File: src/rtl/divider_pkg.sv
// Shared constants and state encoding for the iterative divider.
// Optional feature macro used by the divider: DIV_ZERO_FLAG_EN.
package divider_pkg;

  // Operand/result width; must match the shared execute-stage adder.
  localparam int DIV_WIDTH = 32;

  // One quotient bit per iteration.
  localparam int DIV_ITERS = DIV_WIDTH;

  typedef enum logic [2:0] {
    IDLE  = 3'd0,
    ABS_A = 3'd1,
    ABS_B = 3'd2,
    ITER  = 3'd3,
    FIX_Q = 3'd4,
    FIX_R = 3'd5,
    DONE  = 3'd6
  } state_t;

endpackage

File: src/rtl/divider_ctrl.sv
// Sequencer for the divider: walks IDLE -> ABS_A -> ABS_B -> ITER x ITERS
// -> FIX_Q -> FIX_R -> DONE, counts iterations and produces a registered Busy.
module divider_ctrl
  import divider_pkg::*;
#(
  parameter int ITERS = DIV_ITERS
) (
  input  logic   clk,
  input  logic   rst,
  input  logic   div_en,
  output state_t state,
  output logic   busy
);

  localparam int CNT_W = $clog2(ITERS);
  localparam logic [CNT_W-1:0] LAST_ITER = CNT_W'(ITERS - 1);

  logic [CNT_W-1:0] count;

  // State register, iteration counter and Busy flag; DONE waits for the
  // requester to drop DIV_EN so a held request cannot start a second run.
  always_ff @(posedge clk or posedge rst) begin
    if (rst) begin
      state <= IDLE;
      count <= '0;
      busy  <= 1'b0;
    end else begin
      case (state)
        IDLE: begin
          if (div_en) begin
            state <= ABS_A;
            busy  <= 1'b1;
            count <= '0;
          end
        end
        ABS_A: state <= ABS_B;
        ABS_B: begin
          state <= ITER;
          count <= '0;
        end
        ITER: begin
          if (count == LAST_ITER) begin
            state <= FIX_Q;
            count <= '0;
          end else begin
            count <= count + 1'b1;
          end
        end
        FIX_Q: state <= FIX_R;
        FIX_R: begin
          state <= DONE;
          busy  <= 1'b0;
        end
        DONE: begin
          if (!div_en) state <= IDLE;
        end
        default: begin
          state <= IDLE;
          busy  <= 1'b0;
          count <= '0;
        end
      endcase
    end
  end

endmodule

File: src/rtl/divider.sv
// Iterative restoring divider (quotient + remainder, signed or unsigned).
// Owns no adder: every subtract and negate goes through the shared external
// adder via DAddInA/DAddInB/DCin, with Sum/DCout coming back.
// Optional feature macro: DIV_ZERO_FLAG_EN adds a registered DivZero output.
module divider
  import divider_pkg::*;
#(
  parameter int WIDTH = DIV_WIDTH
) (
  input  logic             CLK_DIV,
  input  logic             Reset,
  input  logic             DIV_EN,
  input  logic             DIVOp,
  input  logic [WIDTH-1:0] Operand1,
  input  logic [WIDTH-1:0] Operand2,
  input  logic [WIDTH-1:0] Sum,
  input  logic             DCout,
  output logic [WIDTH-1:0] DAddInA,
  output logic [WIDTH-1:0] DAddInB,
  output logic             DCin,
  output logic [WIDTH-1:0] Result,
  output logic [WIDTH-1:0] Remainder,
  output logic             Busy
`ifdef DIV_ZERO_FLAG_EN
  ,
  output logic             DivZero
`endif
);

  localparam int ITERS = WIDTH;

  state_t state;

  // a keeps the original dividend (needed for the divide-by-zero remainder
  // and its sign), d becomes |divisor|, q starts as |dividend| and shifts
  // into the quotient, r is the partial remainder.
  logic [WIDTH-1:0] a;
  logic [WIDTH-1:0] d;
  logic [WIDTH-1:0] q;
  logic [WIDTH-1:0] r;
  logic             is_signed;
  logic             sign2;
  logic             div_zero;

  logic [WIDTH-1:0] rs;
  logic             accept;
  logic             neg_q;
  logic             neg_r;

  assign rs     = {r[WIDTH-2:0], q[WIDTH-1]};
  assign accept = DCout | r[WIDTH-1];
  assign neg_q  = is_signed & (a[WIDTH-1] ^ sign2);
  assign neg_r  = is_signed & a[WIDTH-1];

  divider_ctrl #(
    .ITERS(ITERS)
  ) u_ctrl (
    .clk   (CLK_DIV),
    .rst   (Reset),
    .div_en(DIV_EN),
    .state (state),
    .busy  (Busy)
  );

  // Shared-adder requests: negate is 0 + ~x + 1, trial subtract is rs + ~d + 1;
  // all zero outside the active states so the adder mux can OR requesters.
  always_comb begin
    DAddInA = '0;
    DAddInB = '0;
    DCin    = 1'b0;
    case (state)
      ABS_A: begin
        DAddInB = ~a;
        DCin    = 1'b1;
      end
      ABS_B: begin
        DAddInB = ~d;
        DCin    = 1'b1;
      end
      ITER: begin
        DAddInA = rs;
        DAddInB = ~d;
        DCin    = 1'b1;
      end
      FIX_Q: begin
        DAddInB = ~q;
        DCin    = 1'b1;
      end
      FIX_R: begin
        DAddInB = ~r;
        DCin    = 1'b1;
      end
      default: begin
        DAddInA = '0;
        DAddInB = '0;
        DCin    = 1'b0;
      end
    endcase
  end

  // Datapath registers: latch operands on start, take magnitudes, run the
  // restoring iterations, apply sign fixups and publish results on the way
  // into DONE (the same edge Busy falls).
  always_ff @(posedge CLK_DIV or posedge Reset) begin
    if (Reset) begin
      a         <= '0;
      d         <= '0;
      q         <= '0;
      r         <= '0;
      is_signed <= 1'b0;
      sign2     <= 1'b0;
      div_zero  <= 1'b0;
      Result    <= '0;
      Remainder <= '0;
`ifdef DIV_ZERO_FLAG_EN
      DivZero   <= 1'b0;
`endif
    end else begin
      case (state)
        IDLE: begin
          if (DIV_EN) begin
            a         <= Operand1;
            d         <= Operand2;
            is_signed <= DIVOp;
            sign2     <= Operand2[WIDTH-1];
            div_zero  <= (Operand2 == '0);
          end
        end
        ABS_A: begin
          q <= (is_signed & a[WIDTH-1]) ? Sum : a;
          r <= '0;
        end
        ABS_B: begin
          if (is_signed & d[WIDTH-1]) d <= Sum;
        end
        ITER: begin
          r <= accept ? Sum : rs;
          q <= {q[WIDTH-2:0], accept};
        end
        FIX_Q: begin
          if (neg_q & ~div_zero) q <= Sum;
        end
        FIX_R: begin
          if (div_zero) begin
            Result    <= '1;
            Remainder <= a;
          end else begin
            Result    <= q;
            Remainder <= neg_r ? Sum : r;
          end
`ifdef DIV_ZERO_FLAG_EN
          DivZero <= div_zero;
`endif
        end
        default: begin
          a <= a;
        end
      endcase
    end
  end

endmodule

File: config.mk
export PLATFORM = sky130hd
export DESIGN_NAME = divider
export DESIGN_NICKNAME = d
export VERILOG_FILES = /design/src/rtl/divider_pkg.sv /design/src/rtl/divider_ctrl.sv /design/src/rtl/divider.sv
export SDC_FILE = /design/constraint.sdc
export NUM_CORES = 1
export LEC_CHECK = 0
export CAP_MARGIN = 20
export CORE_UTILIZATION = 40
export DETAILED_ROUTE_END_ITERATION = 12
export PLACE_DENSITY_LB_ADDON = 0.08
export SYNTH_ARGS = -nofsm -noshare
export SYNTH_HDL_FRONTEND = slang
export SYNTH_SLANG_ARGS = --single-unit
File: constraint.sdc
create_clock -name CLK_DIV -period 20.3 [get_ports CLK_DIV]
set_input_delay 4.06 -clock CLK_DIV [delete_from_list [all_inputs] [get_ports CLK_DIV]]
set_output_delay 4.06 -clock CLK_DIV [all_outputs]
set_load 0.02 [all_outputs]
==> metrics.md, run 1 <==
| Metric | Value |
|---|---|
| Biggest area contributors in the synthesized netlist | `dfrtp_1 46%, nand2_1 6.7%, mux2_2 6.2%, o21ai_0 3.2%, clkbuf_1 2.9%` |
| Startpoint type of the worst setup path | `flip-flop` |
| Arrival time reported for the critical path endpoint | `3.72 ns` |
| Most frequently used cell type in the post-synthesis netlist | `dfrtp_1` |
| Row cnt | `60` |
| Multiplexer fraction of the synthesized cell area | `roughly 9%` |
| Synth Net Count | `between 1000 and 1500` |
| Number of enable flip-flop cells after synthesis | `0` |
| Number of distinct library cell variants in the gate-level netlist after synthesis | `51` |
| First-pass GRT wire length | `between 60000 and 70000 um` |
| Post-cts gate resize count | `0` |
| Status | `finished clean` |
| Global router's overall resource usage | `between 20 and 30%` |
| Period minus WS final | `about 7.8 ns` |
| Total of buffers placed on input and output ports | `230` |
| Mean instance size in the synthesized netlist | `9.59 sq um` |
| Count of max-cap constraint violations | `0` |
| Number of buffers between clock root and the deepest sink | `3` |
| Vias in the first global route | `between 10000 and 15000` |
| Share of the synthesized netlist area taken by xor and xnor gates | `less than 1%` |
| Summed negative setup slack over all endpoints | `0 ns` |
| Share of the clock period used by the worst path after layout | `38.3%` |
| Most used DFF post-synth | `dfrtp_1` |
| Combined area of all synthesized cells | `between 10000 and 15000 sq um` |
| Final setup violation count | `0` |
| Vias per inst | `approximately 6.0` |
| Clock tree from TritonCTS | `done` |
| Post-detailed-placement half-perimeter wirelength | `approximately 26000 um` |
| Number of H-tree levels | `1` |
| Yosys warnings | `0` |
| Final worst clock skew | `approximately 0.011 ns` |
| Final nets | `between 1000 and 1500` |
| First drt pass iteration count | `7` |
| Worst IR drop on VDD | `~90 uV` |
| Area of the core | `around 27000 sq um` |
| Path type of the worst setup path | `flip-flop to output pin` |
| Power per cell area | `164 nW/um^2` |
| DRC errors left | `0` |
| Leftover overflow at the end of global routing | `0` |
| Post-synthesis async set-or-reset flop share | `between 90% and 100%` |
| Clock root cell | `clkbuf_16` |
| CTS Hold Bufs | `0` |
| Post-synth top cells | `204 x dfrtp_1, 199 x nand2_1, 87 x clkbuf_1, 72 x o21ai_0, 61 x mux2_2` |
| Number of antenna violations at the first check in global routing | `0` |
| Flip-flop and latch count after synthesis | `just over 200` |
| Number of cells in the design after placement | `between 1500 and 2000` |
| Yosys top cell by area | `dfrtp_1` |
| Top-level port count | `about 230` |
| Finished Core Util | `approximately 53%` |
| X dimension of the die | `approximately 170 um` |
| Highest clock rate | `approximately 130 MHz` |
| Unrepaired setup endpoints after global routing | `false` |
| Required time of the critical path | `~16 ns` |
| Area Overhead vs Synth | `29.4%` |
| Synth Area in Simple Gates | `between 10% and 20%` |
| Total detailed-routing wirelength | `a little over 40000 um` |
| Synth Area in Adders | `less than 1%` |
| Per-cell routed wire length | `~24 um` |
| Share of final-layout standard cells stronger than drive strength 1 | `10.3%` |
| First-iteration detailed-routing DRC count | `approximately 840` |
| Diodes inserted | `0` |
| Die span in y | `169 um` |
| Kind of end point of the critical path | `output pin` |
| Number of buffers added by the clock tree synthesis step | `24` |
| Full die area | `approximately 29000 sq um` |
| Detail Route Antenna Nets | `0` |
| # Post-CTS Setup Buffers | `0` |
| Min Hold Slack | `0.472 ns` |
| Maximum number of pins on one net before global-route repair | `between 90 and 100` |
| Worst hold-check path type | `flip-flop to flip-flop` |
| Top fanout value on the critical path | `20` |
| Non-filler instance count after layout | `1714` |
| Post-synth top area share | `~46%` |
| Sink Count | `between 200 and 250` |
| Clock transition at the registers of the reported paths | `0.06 ns` |
| Sequential cell area fraction in the yosys report | `between 40 and 50%` |
| Clock insertion delay at the later pin of the skew report | `about 0.52 ns` |
| Largest family of logic cells by synthesized area | `compound AO/OA/AOI/OAI gates` |
| Number of failing hold endpoints at the final stage | `0` |
| Slew at the pin closest to its max-slew limit | `roughly 1.1 ns` |
| Post-layout total power | `about 2.4 mW` |
| Worst rel slew slack | `27.2%` |
| Effective utilization at floorplan | `about two fifths` |
| Leakage dissipation | `between 5 and 6 nW` |
| Number of filler instances in the final layout | `roughly 2500` |
| Instance count of the mapped netlist | `approximately 1200` |
| Max Slew Vio Count | `0` |
| Routability-driven placement congestion ratio | `between 0.7 and 0.8` |
| Complex-gate fraction of the synthesized area | `24.4%` |
| Routed via count | `just over 10000` |
cells by family (layout without fill, tap and decap cells):
kind of cell / after synthesis / after routing
DFF: 204 / 204
muxes: 95 / 95
and+or+nand+nor: 361 / 361
buffers and inverters: 126 / 304
xor gates and xnor gates: 3 / 3
AOI/OAI and AO/OA: 373 / 373
adders and majority gates: 2 / 2
stage by stage:
step                cell area, sq um  setup slack [ns]
finish                         14400             12.52
global route                   14400             12.42
CTS                            14400             12.44
detailed placement             13700             12.99
global placement               13700             13.20
floorplan                      11200             10.67
report_power, final:
group	leakage (nW)	total (mW)	switching, mW	internal (mW)
Combinational	3.09	1.20	0.664	0.534
Clock	0.366	0.413	0.170	0.243
Sequential	2.45	0.760	0.197	0.563
Total	5.91	2.37	1.03	1.34
flip-flops by register name, summed over array words and instances (netlist names):
register      cells
a                32
u_ctrl.count      5
sign2             1
u_ctrl.busy       1
is_signed         1
u_ctrl.state      3
div_zero          1
Remainder        32
q                32
Result           32
r                32
d                32
final timing paths:
kind / end / cells past startpoint / slack [ns] / startpoint
min in group asynchronous: a[5] / 2 / 4.06 / Reset
worst max register to register: q[14] / 5 / 16.99 / u_ctrl.state[2]
worst min-delay path: Result[12] / 2 / 0.47 / Result[12]
worst min register to register: Result[12] / 2 / 0.47 / Result[12]
worst max-delay path: DAddInB[0] / 4 / 12.52 / u_ctrl.state[0]
max in group asynchronous: div_zero / 3 / 14.78 / Reset
cell usage in the layout, fill, tap and decap left out, types with 3 or more instances in the layout:
cell type	netlist	routed
inv_1	8	7
and3_1	32	32
and2_1	32	32
a31oi_1	31	31
clkbuf_16	0	25
nand2_1	199	199
o211ai_1	32	32
o21ai_0	72	72
nor2b_1	34	32
dfrtp_1	204	201
clkdlybuf4s50_1	0	230
a21oi_1	3	3
a22o_1	5	5
clkbuf_8	0	5
o31ai_1	32	32
mux2_2	61	61
a21boi_0	31	31
a22oi_1	31	31
nor4_1	9	9
nor2_1	33	32
o221ai_1	32	32
clkinv_2	0	3
o22a_1	32	32
a211oi_1	31	31
nand2b_1	6	4
mux2i_1	32	32
a311oi_1	31	31
buf_4	7	22
clkbuf_1	87	9
per-layer routing:
layer	vias up	share of wire [%]	track usage (%)
met5	-	0	0
met4	0	1.8	6.70
met3	56	7.3	4.61
met2	455	47	46.7
met1	5108	44	39.5
li1	4636	-	-
critical path: stages (launching register included):
cell	delay [ns]
dfrtp_1	0.81
nand3_1	0.95
buf_4	0.56
o221ai_1	0.22
clkdlybuf4s50_1	0.64
cell type report:
cell class                      instances  area [sq um]  share of cell area [%]
Multi-Input combinational cell        834          5580                    38.7
Sequential cell                       204          5110                    35.4
Timing Repair Buffer                  254          2500                    17.3
Clock buffer                           39           728                    5.04
Tap cell                              372           465                    3.22
Inverter                                8          37.5                   0.260
Clock inverter                          3          15.0                   0.104
(Power assumes the default switching activity.)
==> inputs of run 2 (changes only) <==
==> constraint.sdc (replaced) <==
create_clock -name CLK_DIV -period 7.1 [get_ports CLK_DIV]
set_input_delay 1.42 -clock CLK_DIV [delete_from_list [all_inputs] [get_ports CLK_DIV]]
set_output_delay 1.42 -clock CLK_DIV [all_outputs]
set_load 0.02 [all_outputs]
==> run 2 against run 1 <==
Net effect: count of clock-buffer cells in the layout is 2 lower; critical endpoint is now DAddInA[2]; critical path type unchanged; largest cell class unchanged; cell count about the same; combinational power grew to 2.8 times the previous value; clock skew rose by 0.014 ns; sequential share of layout area decreased by 0.16 points.
==> metrics.md, run 2 (synthesis results as in run 1) <==
| Metric | Value |
|---|---|
| Status | `finished clean` |
| Area Overhead vs Synth | `30.0%` |
| Top-level port count | `231 (unchanged)` |
| Total detailed-routing wirelength | `39600 um (-2.9%)` |
| Diodes inserted | `0 (unchanged)` |
| First drt pass iteration count | `5 (-2)` |
| Post-layout instance area | `14500 sq um (+0.44%)` |
| Number of H-tree levels | `1 (unchanged)` |
| Clock tree from TritonCTS | `done` |
| Vias in the first global route | `10000 (-0.49%)` |
| Total of buffers placed on input and output ports | `230 (unchanged)` |
| Final nets | `1427 (-0.14%)` |
| GR met3 Demand/Resource | `4.91% (+0.30 points)` |
| Number of filler instances in the final layout | `2570 (+1.7%)` |
| Detail Route Antenna Nets | `0 (unchanged)` |
| First-pass GRT wire length | `61800 um (-1.3%)` |
| Finished Core Util | `53.4% (+0.23 points)` |
| Top fanout value on the critical path | `42 (+110%)` |
| Worst IR drop on VDD | `280 uV (+200%)` |
| Startpoint type of the worst setup path | `flip-flop` |
| Sink Count | `204 (unchanged)` |
| Final worst clock skew | `0.0242 ns (+0.0137 ns)` |
| Post-cts gate resize count | `0 (unchanged)` |
| Arrival time reported for the critical path endpoint | `3.48 ns (-0.24 ns)` |
| CTS Hold Bufs | `0 (unchanged)` |
| Share of the clock period used by the worst path after layout | `between 60% and 70%` |
| Vias per inst | `5.91 (-1.3%)` |
| Clock root cell | `clkbuf_16` |
| Worst rel slew slack | `30.0% (+2.8 points)` |
| Global routing met2 resource utilization | `44.3% (-2.4 points)` |
| Busiest grt layer | `met2` |
| Clock transition at the registers of the reported paths | `0.06 ns (about the same)` |
| Leading cell type in the layout, fill and taps excluded | `clkdlybuf4s50_1` |
| Number of failing hold endpoints at the final stage | `0 (unchanged)` |
| Required time of the critical path | `5.68 ns (-10.56 ns)` |
| Number of buffers added by the clock tree synthesis step | `25 (+4.2%)` |
| Highest clock rate | `about 200 MHz` |
| Global router's overall resource usage | `27.9% (-0.62 points)` |
| Summed negative setup slack over all endpoints | `0 ns (unchanged)` |
| Slew at the pin closest to its max-slew limit | `1.05 ns (-0.0405 ns)` |
| X dimension of the die | `169 um (unchanged)` |
| Number of antenna violations at the first check in global routing | `0 (unchanged)` |
| Post-layout total power | `6.86 mW (+190%)` |
| # Post-CTS Setup Buffers | `0 (unchanged)` |
| Worst hold-check path type | `flip-flop to flip-flop` |
| Max Slew Vio Count | `0 (unchanged)` |
| Path type of the worst setup path | `flip-flop to output pin` |
| Kind of end point of the critical path | `output pin` |
| Routed via count | `10100 (-1.3%)` |
| Share of final-layout standard cells stronger than drive strength 1 | `10.4% (+0.16 points)` |
| Number of buffers between clock root and the deepest sink | `3 (unchanged)` |
| Commonest cells after routing, fill and taps aside | `230 x clkdlybuf4s50_1, 201 x dfrtp_1, 199 x nand2_1` |
| Count of max-cap constraint violations | `0 (unchanged)` |
| Full die area | `28600 sq um (unchanged)` |
| Maximum number of pins on one net before global-route repair | `119 (+20%)` |
| Routability-driven placement congestion ratio | `0.803 (+2.1%)` |
| DRC errors left | `0 (unchanged)` |
| Dpl cell area | `13700 sq um (+0.13%)` |
| First-iteration detailed-routing DRC count | `771 (-8.6%)` |
| Final setup violation count | `0 (unchanged)` |
| Effective utilization at floorplan | `41.1% (unchanged)` |
| Clock insertion delay at the later pin of the skew report | `0.53 ns (about the same)` |
| Power per cell area | `473 nW/um^2 (+190%)` |
| Leakage dissipation | `5.94 nW (+0.45%)` |
| Area of the core | `27200 sq um (unchanged)` |
| Leftover overflow at the end of global routing | `0 (unchanged)` |
| Per-cell routed wire length | `23.1 um (-2.8%)` |
| Unrepaired setup endpoints after global routing | `false` |
| GR Util met1 | `38.9% (-0.65 points)` |
| Die span in y | `169 um (unchanged)` |
| Period minus WS final | `~4.9 ns` |
| Post-detailed-placement half-perimeter wirelength | `25100 um (-2.2%)` |
| Row cnt | `60 (unchanged)` |
run 2: cell types whose count changed in the layout (fill, tap and decap cells not counted):
cell        delta
buf_4          -3
clkbuf_1       -3
bufinv_16      +2
buf_12         +1
buf_8          -1
clkbuf_8       +1
clkinvlp_4     +1
inv_8          +1
run 2: per-stage QoR:
step,instances,setup slack (ns),hold slack [ns]
5_1_grt,1713,2.04,0.487
3_3_place_gp,1669,2.83,0.461
2_1_floorplan,1164,0.113,0.459
6_report,1713,2.20,0.473
3_5_place_dp,1669,2.75,0.465
4_1_cts,1713,2.20,0.478
run 2: final timing paths:
kind	cells after the start	start	end	slack (ns)
setup / recovery	4	u_ctrl.state[1]	DAddInA[2]	2.20
hold / removal	2	Remainder[6]	Remainder[6]	0.47
setup reg to reg	5	u_ctrl.state[2]	q[4]	4.07
hold reg to reg	2	Remainder[6]	Remainder[6]	0.47
max in group asynchronous	3	Reset	div_zero	4.58
min in group asynchronous	2	Reset	Remainder[5]	1.39
run 2: power breakdown:
group | switching, mW | internal (mW) | total, mW
clock network | 0.510 | 0.782 | 1.29
logic | 1.88 | 1.53 | 3.41
registers | 0.550 | 1.61 | 2.16
total | 2.94 | 3.92 | 6.86
run 2: layout make-up:
cell class / instances / area, sq um / share of cell area (%)
Multi-Input combinational cell: 834 / 5580 / 38.5
Inverter: 8 / 37.5 / 0.259
Timing Repair Buffer: 251 / 2480 / 17.1
Clock buffer: 37 / 731 / 5.04
Clock inverter: 7 / 93.8 / 0.647
Sequential cell: 204 / 5110 / 35.2
Tap cell: 372 / 465 / 3.21
run 2: metal layers:
| metal | wire length (um) | up-vias |
|---|---|---|
| li1 | - | 4625 |
| met1 | 17400 | 5007 |
| met2 | 18300 | 423 |
| met3 | 2900 | 62 |
| met4 | 974 | 0 |
| met5 | 0 | - |
run 2: worst max-delay path: stages, from the launching register on:
cell and delay, ns:
dfrtp_1 0.76, and3b_2 0.96, buf_4 0.44, and2_1 0.18, clkdlybuf4s50_1 0.61
==> inputs of run 3 (changes only) <==
==> constraint.sdc (replaced) <==
create_clock -name CLK_DIV -period 4.5 [get_ports CLK_DIV]
set_input_delay 0.9 -clock CLK_DIV [delete_from_list [all_inputs] [get_ports CLK_DIV]]
set_output_delay 0.9 -clock CLK_DIV [all_outputs]
set_load 0.02 [all_outputs]
==> run 3 against run 2 <==
Net effect: cell count up 0.47%; total power up 57%; global-route usage down 0.33 points; sequential share of layout area down 0.18 points; first-iteration DRC count down 11%; cell area up 0.50%; die area unchanged; critical path type unchanged; critical endpoint is now DAddInB[31].
==> metrics.md, run 3 (synthesis results as in run 1) <==
| Metric | Value |
|---|---|
| Status | `finished clean` |
| Number of filler instances in the final layout | `2460 (-4.3%)` |
| Path type of the worst setup path | `flip-flop to output pin` |
| Clock insertion delay at the later pin of the skew report | `0.52 ns (about the same)` |
| Power per cell area | `736 nW/um^2 (+56%)` |
| Die span in y | `169 um (unchanged)` |
| Full die area | `28600 sq um (unchanged)` |
| Number of H-tree levels | `1 (unchanged)` |
| Row cnt | `60 (unchanged)` |
| Arrival time reported for the critical path endpoint | `3.20 ns (-0.28 ns)` |
| Clock tree from TritonCTS | `done` |
| Vias in the first global route | `9956 (-0.92%)` |
| Area Overhead vs Synth | `30.6%` |
| Final nets | `1434 (+0.49%)` |
| Max Slew Vio Count | `0 (unchanged)` |
| Final setup violation count | `0 (unchanged)` |
| Number of buffers between clock root and the deepest sink | `3 (unchanged)` |
| Leftover overflow at the end of global routing | `0 (unchanged)` |
| Top fanout value on the critical path | `33 (-21%)` |
| First-pass GRT wire length | `61000 um (-1.2%)` |
| Area of the core | `27200 sq um (unchanged)` |
| Unrepaired setup endpoints after global routing | `false` |
| Leakage dissipation | `5.98 nW (+0.68%)` |
| Global routing met2 resource utilization | `44.0% (-0.38 points)` |
| Slew at the pin closest to its max-slew limit | `1.11 ns (+0.0546 ns)` |
| Count of max-cap constraint violations | `0 (unchanged)` |
| Finished Core Util | `53.6% (+0.27 points)` |
| Commonest cells after routing, fill and taps aside | `230 x clkdlybuf4s50_1, 201 x dfrtp_1, 199 x nand2_1` |
| Per-cell routed wire length | `22.9 um (-0.72%)` |
| Cell count of the worst hold path | `2 (unchanged)` |
| Sequential cell area | `5110 sq um (unchanged)` |
| Period minus WS final | `just over 4 ns` |
| Post-layout total power | `10.7 mW (+57%)` |
| Number of antenna violations at the first check in global routing | `3 (+3)` |
| Total detailed-routing wirelength | `39500 um (-0.26%)` |
| Detail Route Antenna Nets | `0 (unchanged)` |
| Kind of end point of the critical path | `output pin` |
| Share of final-layout standard cells stronger than drive strength 1 | `11.1% (+0.61 points)` |
| Summed negative setup slack over all endpoints | `0 ns (unchanged)` |
| Clock transition at the registers of the reported paths | `0.06 ns (about the same)` |
| Sink Count | `204 (unchanged)` |
| Top-level port count | `231 (unchanged)` |
| Worst IR drop on VDD | `416 uV (+48%)` |
| Multi-input gate area in the final layout | `5580 sq um (unchanged)` |
| Maximum number of pins on one net before global-route repair | `100 (-16%)` |
| Required time of the critical path | `3.60 ns (-2.08 ns)` |
| CTS Hold Bufs | `0 (unchanged)` |
| Worst rel slew slack | `26.2% (-3.8 points)` |
| Share of the clock period used by the worst path after layout | `91.2%` |
| Clock root cell | `clkbuf_16` |
| Final worst clock skew | `0.00760 ns (-0.0166 ns)` |
| Worst hold-check path type | `flip-flop to flip-flop` |
| First-iteration detailed-routing DRC count | `689 (-11%)` |
| Global router's overall resource usage | `27.6% (-0.33 points)` |
| Routed via count | `10100 (+0.20%)` |
| Startpoint type of the worst setup path | `flip-flop` |
| Number of failing hold endpoints at the final stage | `0 (unchanged)` |
| GR met3 Demand/Resource | `5.80% (+0.89 points)` |
| Number of buffers added by the clock tree synthesis step | `24 (-4.0%)` |
| Worst-case register-to-register setup slack | `1.64 ns (-2.43 ns)` |
| Total of buffers placed on input and output ports | `230 (unchanged)` |
| DRC errors left | `0 (unchanged)` |
| Highest clock rate | `roughly 240 MHz` |
| # Post-CTS Setup Buffers | `0 (unchanged)` |
| Effective utilization at floorplan | `41.1% (unchanged)` |
| First drt pass iteration count | `5 (unchanged)` |
| Leading cell type in the layout, fill and taps excluded | `clkdlybuf4s50_1` |
| Post-detailed-placement half-perimeter wirelength | `25000 um (-0.22%)` |
| GR Util met1 | `37.8% (-1.1 points)` |
| Routability-driven placement congestion ratio | `0.799 (-0.55%)` |
| Depth of the worst register-to-register path | `5 (unchanged)` |
| Busiest grt layer | `met2` |
| Vias per inst | `5.89 (-0.27%)` |
| X dimension of the die | `169 um (unchanged)` |
| Post-cts gate resize count | `0 (unchanged)` |
run 3: per-stage QoR:
stage | instance area (sq um) | cells | hold WS (ns) | setup slack [ns]
floorplan | 11200 | 1164 | 0.459 | 0.956
global placement | 13700 | 1675 | 0.459 | 1.04
detailed placement | 13800 | 1676 | 0.465 | 0.962
CTS | 14500 | 1719 | 0.478 | 0.428
global route | 14600 | 1720 | 0.493 | 0.252
finish | 14600 | 1721 | 0.474 | 0.395
run 3: worst paths after layout:
kind	start	end
setup reg to reg	u_ctrl.state[2]	q[28]
max in group asynchronous	Reset	Remainder[22]
setup / recovery	u_ctrl.state[1]	DAddInB[31]
min in group asynchronous	Reset	d[5]
hold / removal	Remainder[1]	Remainder[1]
hold reg to reg	Remainder[1]	Remainder[1]
run 3: report_power, final:
group,leakage (nW),internal [mW],switching (mW)
sequential,2.45,2.54,0.919
combinational,3.13,2.45,2.91
clock,0.394,1.14,0.786
total,5.98,6.13,4.61
run 3: layout make-up:
type | count | area share (%)
Timing Repair Buffer | 259 | 17.9
Inverter | 8 | 0.232
Antenna cell | 1 | 0.0172
Tap cell | 372 | 3.19
Sequential cell | 204 | 35.1
Multi-Input combinational cell | 834 | 38.3
Clock buffer | 37 | 5.15
Clock inverter | 6 | 0.206
run 3: per-layer routing:
metal  part of all wire [%]  wire length [um]
met1                     44             17400
met2                     46             18100
met3                    7.5              2960
met4                    2.4               942
met5                  0.079                31
run 3: critical path, cell delays in order, from the launching register on:
cell	delay, ns
dfrtp_1	0.76
nand2b_2	0.71
o22a_1	0.44
o221ai_1	0.10
clkdlybuf4s50_1	0.66
